File: src/rtl/ser2par_pkg.sv
// Shared types for the ser2par32 serial-to-parallel collector.
// The PARITY state exists only when PARITY_EN is defined.
package ser2par_pkg;

  typedef enum logic [1:0] {
    IDLE    = 2'd0,
    COLLECT = 2'd1
`ifdef PARITY_EN
    , PARITY = 2'd2
`endif
  } state_e;

  localparam logic DIR_MSB_FIRST = 1'b0;
  localparam logic DIR_LSB_FIRST = 1'b1;

endpackage

File: src/rtl/ser2par32_if.sv
// Word delivery port of ser2par32: holding register contents with valid/ready.
// The master side owns q/q_valid/par_err, the slave side drives q_ready.
interface ser2par32_if #(
  parameter int WIDTH = 32
);
  logic [WIDTH-1:0] q;
  logic             q_valid;
  logic             q_ready;
  logic             par_err;

  modport master (output q, output q_valid, output par_err, input q_ready);
  modport slave  (input q, input q_valid, input par_err, output q_ready);
endinterface

File: src/rtl/ser2par_hold.sv
// One-word holding buffer for ser2par32: accepts a completed word when empty or
// draining in the same cycle, otherwise drops it and raises sticky overflow.
module ser2par_hold #(
  parameter int WIDTH = 32
) (
  input  logic             clk,
  input  logic             reset_L,
  input  logic             wr_en,
  input  logic [WIDTH-1:0] wr_data,
  input  logic             wr_perr,
  input  logic             clr_ovf,
  output logic             ovf,
  ser2par32_if.master      word
);

  logic accept;

  assign accept = wr_en && (!word.q_valid || word.q_ready);

  // NOTE: all state here is sequential, so every assignment is non-blocking;
  // blocking assignments would create read-order races between flops.
  always_ff @(posedge clk or negedge reset_L) begin
    if (!reset_L) begin
      word.q       <= '0;
      word.q_valid <= 1'b0;
      word.par_err <= 1'b0;
      ovf          <= 1'b0;
    end else begin
      if (accept) begin
        word.q       <= wr_data;
        word.q_valid <= 1'b1;
        word.par_err <= wr_perr;
      end else if (word.q_valid && word.q_ready) begin
        word.q_valid <= 1'b0;
      end

      // A lost word outranks a simultaneous clear.
      if (wr_en && !accept) begin
        ovf <= 1'b1;
      end else if (clr_ovf) begin
        ovf <= 1'b0;
      end
    end
  end

endmodule

File: src/rtl/ser2par32.sv
// Serial-to-parallel collector: frames of WIDTH bits (plus an even-parity bit
// when PARITY_EN is defined) are assembled MSB- or LSB-first into 32-bit words.
module ser2par32
  import ser2par_pkg::*;
#(
  parameter int WIDTH = 32
) (
  input  logic        clk,
  input  logic        reset_L,
  input  logic        bit_valid,
  input  logic        s_in,
  input  logic        sof,
  input  logic        dir,
  input  logic        clr_ovf,
  output logic        busy,
  output logic        ovf,
  ser2par32_if.master word
);

  localparam int              CNT_W     = $clog2(WIDTH + 1);
  localparam logic [CNT_W-1:0] LAST_DATA = CNT_W'(WIDTH - 1);

  state_e           state;
  logic [CNT_W-1:0] cnt;
  logic [WIDTH-1:0] acc;
  logic             dir_r;

  logic             start;
  logic             done;
  logic [WIDTH-1:0] merged;
  logic [WIDTH-1:0] start_word;
  logic [WIDTH-1:0] done_word;
  logic             done_perr;

  assign start      = bit_valid && sof;
  assign merged     = (dir_r == DIR_LSB_FIRST) ? {s_in, acc[WIDTH-1:1]}
                                               : {acc[WIDTH-2:0], s_in};
  assign start_word = (dir == DIR_LSB_FIRST) ? {s_in, {(WIDTH-1){1'b0}}}
                                             : {{(WIDTH-1){1'b0}}, s_in};

  // NOTE: every signal gets a default at the top of always_comb so that no
  // path leaves it unassigned, which would infer a latch.
  always_comb begin
    done      = 1'b0;
    done_word = merged;
    done_perr = 1'b0;
    if (bit_valid && !sof) begin
`ifdef PARITY_EN
      if (state == PARITY) begin
        done      = 1'b1;
        done_word = acc;
        done_perr = (^acc) != s_in;
      end
`else
      if (state == COLLECT && cnt == LAST_DATA) begin
        done = 1'b1;
      end
`endif
    end
  end

  always_ff @(posedge clk or negedge reset_L) begin
    if (!reset_L) begin
      state <= IDLE;
      cnt   <= '0;
      acc   <= '0;
      dir_r <= DIR_MSB_FIRST;
      busy  <= 1'b0;
    end else if (start) begin
      // sof always restarts, discarding any partial frame.
      state <= COLLECT;
      cnt   <= CNT_W'(1);
      acc   <= start_word;
      dir_r <= dir;
      busy  <= 1'b1;
    end else if (bit_valid) begin
      case (state)
        COLLECT: begin
          acc <= merged;
          if (cnt == LAST_DATA) begin
`ifdef PARITY_EN
            state <= PARITY;
            cnt   <= cnt + CNT_W'(1);
`else
            state <= IDLE;
            cnt   <= '0;
            busy  <= 1'b0;
`endif
          end else begin
            cnt <= cnt + CNT_W'(1);
          end
        end
`ifdef PARITY_EN
        PARITY: begin
          state <= IDLE;
          cnt   <= '0;
          busy  <= 1'b0;
        end
`endif
        default: ;
      endcase
    end
  end

  ser2par_hold #(.WIDTH(WIDTH)) u_hold (
    .clk     (clk),
    .reset_L (reset_L),
    .wr_en   (done),
    .wr_data (done_word),
    .wr_perr (done_perr),
    .clr_ovf (clr_ovf),
    .ovf     (ovf),
    .word    (word)
  );

endmodule

File: src/flat_wrapper.sv
// flat-port wrapper written by rule: the top's interface ports become plain ports
module ser2par32_flat import ser2par_pkg::*;
#(
  parameter int WIDTH = 32
)
  (clk, reset_L, bit_valid, s_in, sof, dir, clr_ovf, busy, ovf, word_q, word_q_valid, word_par_err, word_q_ready);
  ser2par32_if #(.WIDTH(WIDTH)) word_i ();
  input  logic clk;
  input  logic reset_L;
  input  logic bit_valid;
  input  logic s_in;
  input  logic sof;
  input  logic dir;
  input  logic clr_ovf;
  output logic busy;
  output logic ovf;
  output wire logic [$bits(word_i.q)-1:0] word_q;
  output wire logic [$bits(word_i.q_valid)-1:0] word_q_valid;
  output wire logic [$bits(word_i.par_err)-1:0] word_par_err;
  input wire logic [$bits(word_i.q_ready)-1:0] word_q_ready;
  assign word_q = word_i.q;
  assign word_q_valid = word_i.q_valid;
  assign word_par_err = word_i.par_err;
  assign word_i.q_ready = word_q_ready;
  ser2par32 #(.WIDTH(WIDTH)) u_core (.clk(clk), .reset_L(reset_L), .bit_valid(bit_valid), .s_in(s_in), .sof(sof), .dir(dir), .clr_ovf(clr_ovf), .busy(busy), .ovf(ovf), .word(word_i));
endmodule
File: config.mk
export PLATFORM = sky130hd
export DESIGN_NAME = ser2par32_flat
export DESIGN_NICKNAME = d
export VERILOG_FILES = /design/src/rtl/ser2par_pkg.sv /design/src/rtl/ser2par32_if.sv /design/src/rtl/ser2par_hold.sv /design/src/rtl/ser2par32.sv /design/src/flat_wrapper.sv
export SDC_FILE = /design/constraint.sdc
export NUM_CORES = 1
export LEC_CHECK = 0
export CAP_MARGIN = 20
export CORE_MARGIN = 2
export CORE_UTILIZATION = 54
export CTS_CLUSTER_SIZE = 25
export DETAILED_ROUTE_END_ITERATION = 10
export PLACE_DENSITY = 0.89
export SLEW_MARGIN = 20
export SYNTH_ARGS = -nofsm -noshare
export SYNTH_HDL_FRONTEND = slang
export SYNTH_HIERARCHICAL = 1
export SYNTH_SLANG_ARGS = --single-unit
File: constraint.sdc
create_clock -name clk -period 2.2 [get_ports clk]
set_input_delay 0.55 -clock clk [delete_from_list [all_inputs] [get_ports clk]]
set_output_delay 0.55 -clock clk [all_outputs]
set_load 0.02 [all_outputs]
==> metrics, run 1 <==
status completed; Core ar. roughly 0.0067 mm2; mapped cell area ~0.0037 mm2; Crit Path Class reg -> out; final period utilization between 90% and 100%; compound-cell area share of the yosys netlist ~11%; drt pass-1 iters 5; CTS clk-pin slew, worst paths 0.08 ns; Fin. Hold Viols 0; Pins Over Slew Limit 0; clk_lat worst skew approximately 0.36 ns; Post-DRT Antenna Nets 0; Max Buffers Root-to-Sink 2; pwr/cell area between 600 and 700 mW/mm2; Slowest cell on crit path clkdlybuf4s50_1; Main synth FF type dfrtp_1; startpoint types flop; largest family of logic cells by synthesized area multiplexers; Die Y just under 90 um; die width between 80 and 90 um; flops & latches, synth 75; f_max 0.4959 GHz; Worst path top cell family by delay buffers and inverters; first-pass GRT wire length 11.21 mm; Synth Area in XOR/XNOR 0%; Layout Nets 303; Max Cap Viol 0; Storage cell area ~0.0019 mm2; Top-Level Pins 44; adder-cell share of the synthesized area 0.3397%; P_leak ~2.1 nW; setup slack after layout between 0.15 and 0.2 ns; CTS Sinks between 70 and 80; # diodes 0; Layout fillers a little under 500; commonest non-fill, non-tap cell in the layout dfrtp_1; Post-Synth Simple-Gate Area 5.061%; Final Routed Wirelength roughly 6.7 mm; most frequent cells in the layout dfrtp_1 (73), mux2_4 (59), clkdlybuf4s50_1 (42); placed cell count ~360; multiplexer share of the synthesized area a little over a quarter; Hold WC Path Type in -> async; Cell Chain, Critical Path clkdlybuf4s50_1; Seq/Total Area, Yosys between 50% and 60%; Post-Layout Cell Count 379; vias in the first global route between 2,000 and 2,500; Arrival @ worst endpoint about 1.5 ns; First DRT Iteration DRCs between 150 and 200; Max FO, Critical Path 11; total number of H-tree levels 3; Routed wire per std cell about 18 um; root buffer cell clkbuf_8; gr ovfl total 0; Vias 2,262; FP Rows 30; Syn Nets ~260; Post-Place Worst Slack around 0.020 ns; full die area 0.007498 mm2; Buf/Inv on CP 1; Syn Area/Cell around 15 um2; Post-Synthesis Cells approximately 250; Final Setup Violations 0; Post-CTS Setup Inserts 0; Required @ worst endpoint 1.65 ns; RSZ-0062 raised after global routing false; area of the multi-input gates ~0.0016 mm2; Final min period 2.016 ns; initial antenna violation count 0; Yosys warning count 6; CTS Buf Count 9; initial core utilization 55.13%; gpl congestion roughly 0.87; post-cts repair resize count 0; DRC Markers 0; P&R area growth vs syn 18.00%; dpl hpwl between 4 and 5 mm; number of synthesized flops with an enable pin 0; CP endpoint kind output pin; CP max stage delay 0.64 ns; TNS Setup 0 ns; Max VDD drop around 430 uV; Vias/cell just under 6; CTS Hold Bufs 0; total power 2.877 mW; Port-buffer cells 43; Clock Skew 0.01026 ns; pin count of the biggest net entering global routing 76; Yosys cell types 37; share of layout cells above drive strength 1 33.44%; CTS tree built; FFs w/ async S/R, synth 100.0%; GRT Util Overall approximately 20%
[where the power goes]
group | switching [mW] | internal [mW] | leakage, nW
registers | 0.0465 | 1.42 | 1.03
logic | 0.175 | 0.140 | 0.972
clock network | 0.554 | 0.541 | 0.101
[logic make-up (layout without fill, tap and decap cells)]
family	count (synthesis)	after routing
buf+inv	26	77
fa+ha+maj	1	1
flops	75	75
simple gates	30	30
compound gates	48	48
mux	67	67
other cells	1	1
[synth_stat cells (3+ instances only)]
cell      count  area, um2
a32o_1       30      300.3
mux2_2        7      78.83
buf_6         6      67.56
dfrtp_1      75       1877
buf_12        3      60.06
mux2_4       59      885.9
inv_1         6      22.52
nand2b_1      3      18.77
o22ai_1       3      18.77
nand3_1       3      15.01
buf_2         7      35.03
nor2b_1       4      25.02
nand4_1       3      18.77
nand2_1       7      26.28
a21oi_1       5      25.02
[area by class of cell]
type	count	share of cell area (%)
Clock buffer	9	2.850
Clock inverter	7	1.871
Inverter	6	0.5181
Multi-Input combinational cell	147	36.79
Sequential cell	75	43.24
Tap cell	80	2.303
Timing Repair Buffer	55	12.44
[flip-flops by register name (all words and copies together), names as in the netlist]
register	flops
u_core/u_hold/ovf	1
u_core/u_hold/word.par_err	1
u_core/state	1
u_core/u_hold/word.q_valid	1
u_core/u_hold/word.q	32
u_core/dir_r	1
u_core/acc	32
u_core/cnt	6
[metal layers]
layer	share of wire (%)	wire, um	vias up	GRT usage (%)
li1	-	-	1033	-
met1	45	2985	1163	26.59
met2	49	3256	53	29.86
met3	4.0	268	13	4.190
met4	2.4	159	0	10.09
met5	0	0	-	0
[through the flow]
step | utilization [%] | hold WS (ns) | area, um2
CTS | 65.04 | 0.2098 | 4345
detailed placement | 61.97 | 0.4763 | 4140
global placement | 61.97 | 0.4660 | 4140
global route | 65.06 | 0.2195 | 4347
floorplan | - | 0.2544 | 3684
finish | 65.06 | 0.1914 | 4347
[final timing paths]
kind | startpoint | end | slack [ns] | cells after the start
max | u_core/state[0] | busy | 0.18 | 1
min | reset_L | u_core/u_hold/word.q[19] | 0.19 | 2
max reg2reg | u_core/cnt[0] | u_core/u_hold/word.q[1] | 0.28 | 7
min reg2reg | u_core/acc[0] | u_core/acc[0] | 0.49 | 2
max in group asynchronous | reset_L | u_core/state[0] | 1.66 | 2
min in group clk | u_core/acc[0] | u_core/acc[0] | 0.49 | 2
Note: power is estimated with default switching activity, not from simulation.
==> inputs of run 2 (changes only) <==
CTS_BUF_LIST = sky130_fd_sc_hd__clkbuf_2 sky130_fd_sc_hd__clkbuf_4 sky130_fd_sc_hd__clkbuf_8   (was not set)
==> results of run 2 <==
Final layout, timing and power as in run 1 (identical DEF).
==> inputs of run 3 (changes only) <==
clock period = 2.1 ns   (was 2.2 ns; I/O delays follow)
==> run 3 against run 2 <==
  * Global-route usage is 0.29 points lower
  * First-iteration DRC count is 4.3% lower
  * Clock skew is 0.00082 ns higher
  * Non-clock buffer count stayed put
  * Die area stayed put
  * Hold slack worse by 0.012 ns
  * Highest routed layer unchanged
  * Count of clock-buffer cells in the layout is 1 higher
  * Sequential power is 5% higher
  * Design area is 0.17% higher
==> metrics, run 3 (synthesized netlist as in run 1, its figures left out) <==
status completed; most frequent cells in the layout dfrtp_1 (74), mux2_4 (59), clkdlybuf4s50_1 (42); DRC Markers 0; Post-Place Worst Slack -0.09454 ns; CTS tree built; CP max stage delay 0.43 ns; area of the multi-input gates between 0.0015 and 0.002 mm2; Fin. Hold Viols 0; clk_lat worst skew roughly 0.35 ns; Hold WC Path Type in -> async; First DRT Iteration DRCs 178; Max Cap Viol 0; Port-buffer cells 43; CTS Buf Count 9; Max FO, Critical Path 33; FP Rows 30; vias in the first global route ~2,200; Slowest cell on crit path dfrtp_1; Top Registers u_core/acc: 32 flops, u_core/u_hold/word.q: 32 flops, u_core/cnt: 6 flops; # diodes 0; fin area 0.004354 mm2; Layout Nets about 300; Final Routed Wirelength 6.603 mm; Layout fillers between 400 and 500; CTS Sinks 75; Pins Over Slew Limit 0; share of layout cells above drive strength 1 between 30% and 40%; GRT Util Overall 19.31%; post-cts repair resize count 0; Area after DPL 0.004153 mm2; Crit Path Class reg -> reg; pin count of the biggest net entering global routing 76; total power between 2 and 3 mW; initial antenna violation count 0; first-pass GRT wire length 11.07 mm; Arrival @ worst endpoint roughly 2.2 ns; commonest non-fill, non-tap cell in the layout dfrtp_1; Top-Level Pins 44; Vias 2,232; Die Y 86.59 um; drt pass-1 iters 5; final period utilization around 92%; Core ar. ~0.0067 mm2; Required @ worst endpoint 2.34 ns; startpoint types flop; Cell Chain, Critical Path ha_1, nor2b_1, nand2_1, nor2_1, nand2_4, buf_12, mux2_4; P_leak roughly 2.1 nW; Storage cell area ~0.0019 mm2; Vias/cell about 5.9; pwr/cell area around 700 mW/mm2; Final min period between 1.5 and 2 ns; P&R area growth vs syn 18.21%; RSZ-0062 raised after global routing false; initial core utilization approximately 55%; f_max 0.5172 GHz; die width about 87 um; Clock Skew between 0.01 and 0.015 ns; full die area about 0.0075 mm2; setup slack after layout 0.1665 ns; CP endpoint kind flop; CTS clk-pin slew, worst paths about 0.08 ns; Max Buffers Root-to-Sink 2; root buffer cell clkbuf_8; Post-DRT Antenna Nets 0; dpl hpwl around 4.3 mm; Final Setup Violations 0; gr ovfl total 0; Post-CTS Setup Inserts 0; Max VDD drop between 400 and 500 uV; gpl congestion 0.8733; CTS Hold Bufs 0; total number of H-tree levels 3; Routed wire per std cell ~17 um
==> run 3: cell types whose count changed in the layout (fill, tap and decap cells not counted) <==
cell        previous run  this run
clkinv_4               1         0
clkinvlp_4             1         2
buf_4                 10         9
dfrtp_2                2         1
clkbuf_8               9        10
clkinv_2               0         2
inv_6                  4         1
buf_12                 2         3
dfrtp_1               73        74
==> run 3: worst paths after layout <==
kind                          startpoint                         end  slack, ns  cells past startpoint
max                        u_core/cnt[0]  u_core/u_hold/word.par_err       0.17                      7
min                              reset_L    u_core/u_hold/word.q[18]       0.18                      2
max reg2reg                u_core/cnt[0]  u_core/u_hold/word.par_err       0.17                      7
min reg2reg                u_core/acc[0]               u_core/acc[0]       0.49                      2
max in group asynchronous        reset_L                u_core/dir_r       1.59                      2
min in group clk           u_core/acc[0]               u_core/acc[0]       0.49                      2
==> run 3: final cells by class <==
type	instances	area share, %
clock buffer	10	3.161
clock inverter	6	1.466
inverter	6	0.5172
multi-input combinational	147	36.72
sequential	75	43.13
tap	80	2.299
timing repair buffer	55	12.70
==> run 3: layer usage <==
layer	track usage, %	vias to the layer above	wire, um
met1	26.87	1134	3069
li1	-	1032	-
met3	4.857	11	273
met4	8.097	0	125
met2	29.02	55	3135
met5	0	-	0
==> run 3: worst max-delay path: cells and delay by family, from the launching register on <==
| kind | cells | cell delay, ns |
|---|---|---|
| adders and majority gates | 1 | 0.25 |
| buffers and inverters | 1 | 0.20 |
| DFF | 1 | 0.43 |
| muxes | 1 | 0.32 |
| and+or+nand+nor | 4 | 0.59 |
==> run 3: power by group <==
group	internal [mW]	switching, mW	leakage, nW
Combinational	0.147	0.173	0.977
Clock	0.581	0.546	0.0987
Sequential	1.49	0.0586	1.03
Total	2.22	0.777	2.11
==> run 3: through the flow <==
step	utilization, %	hold slack (ns)	TNS [ns]	std cells
floorplan	-	0.2294	0	248
global placement	62.15	0.4663	-0.1248	363
detailed placement	62.15	0.4765	-2.709	363
CTS	65.17	0.1895	0	379
global route	65.17	0.2077	0	379
finish	65.17	0.1792	0	379
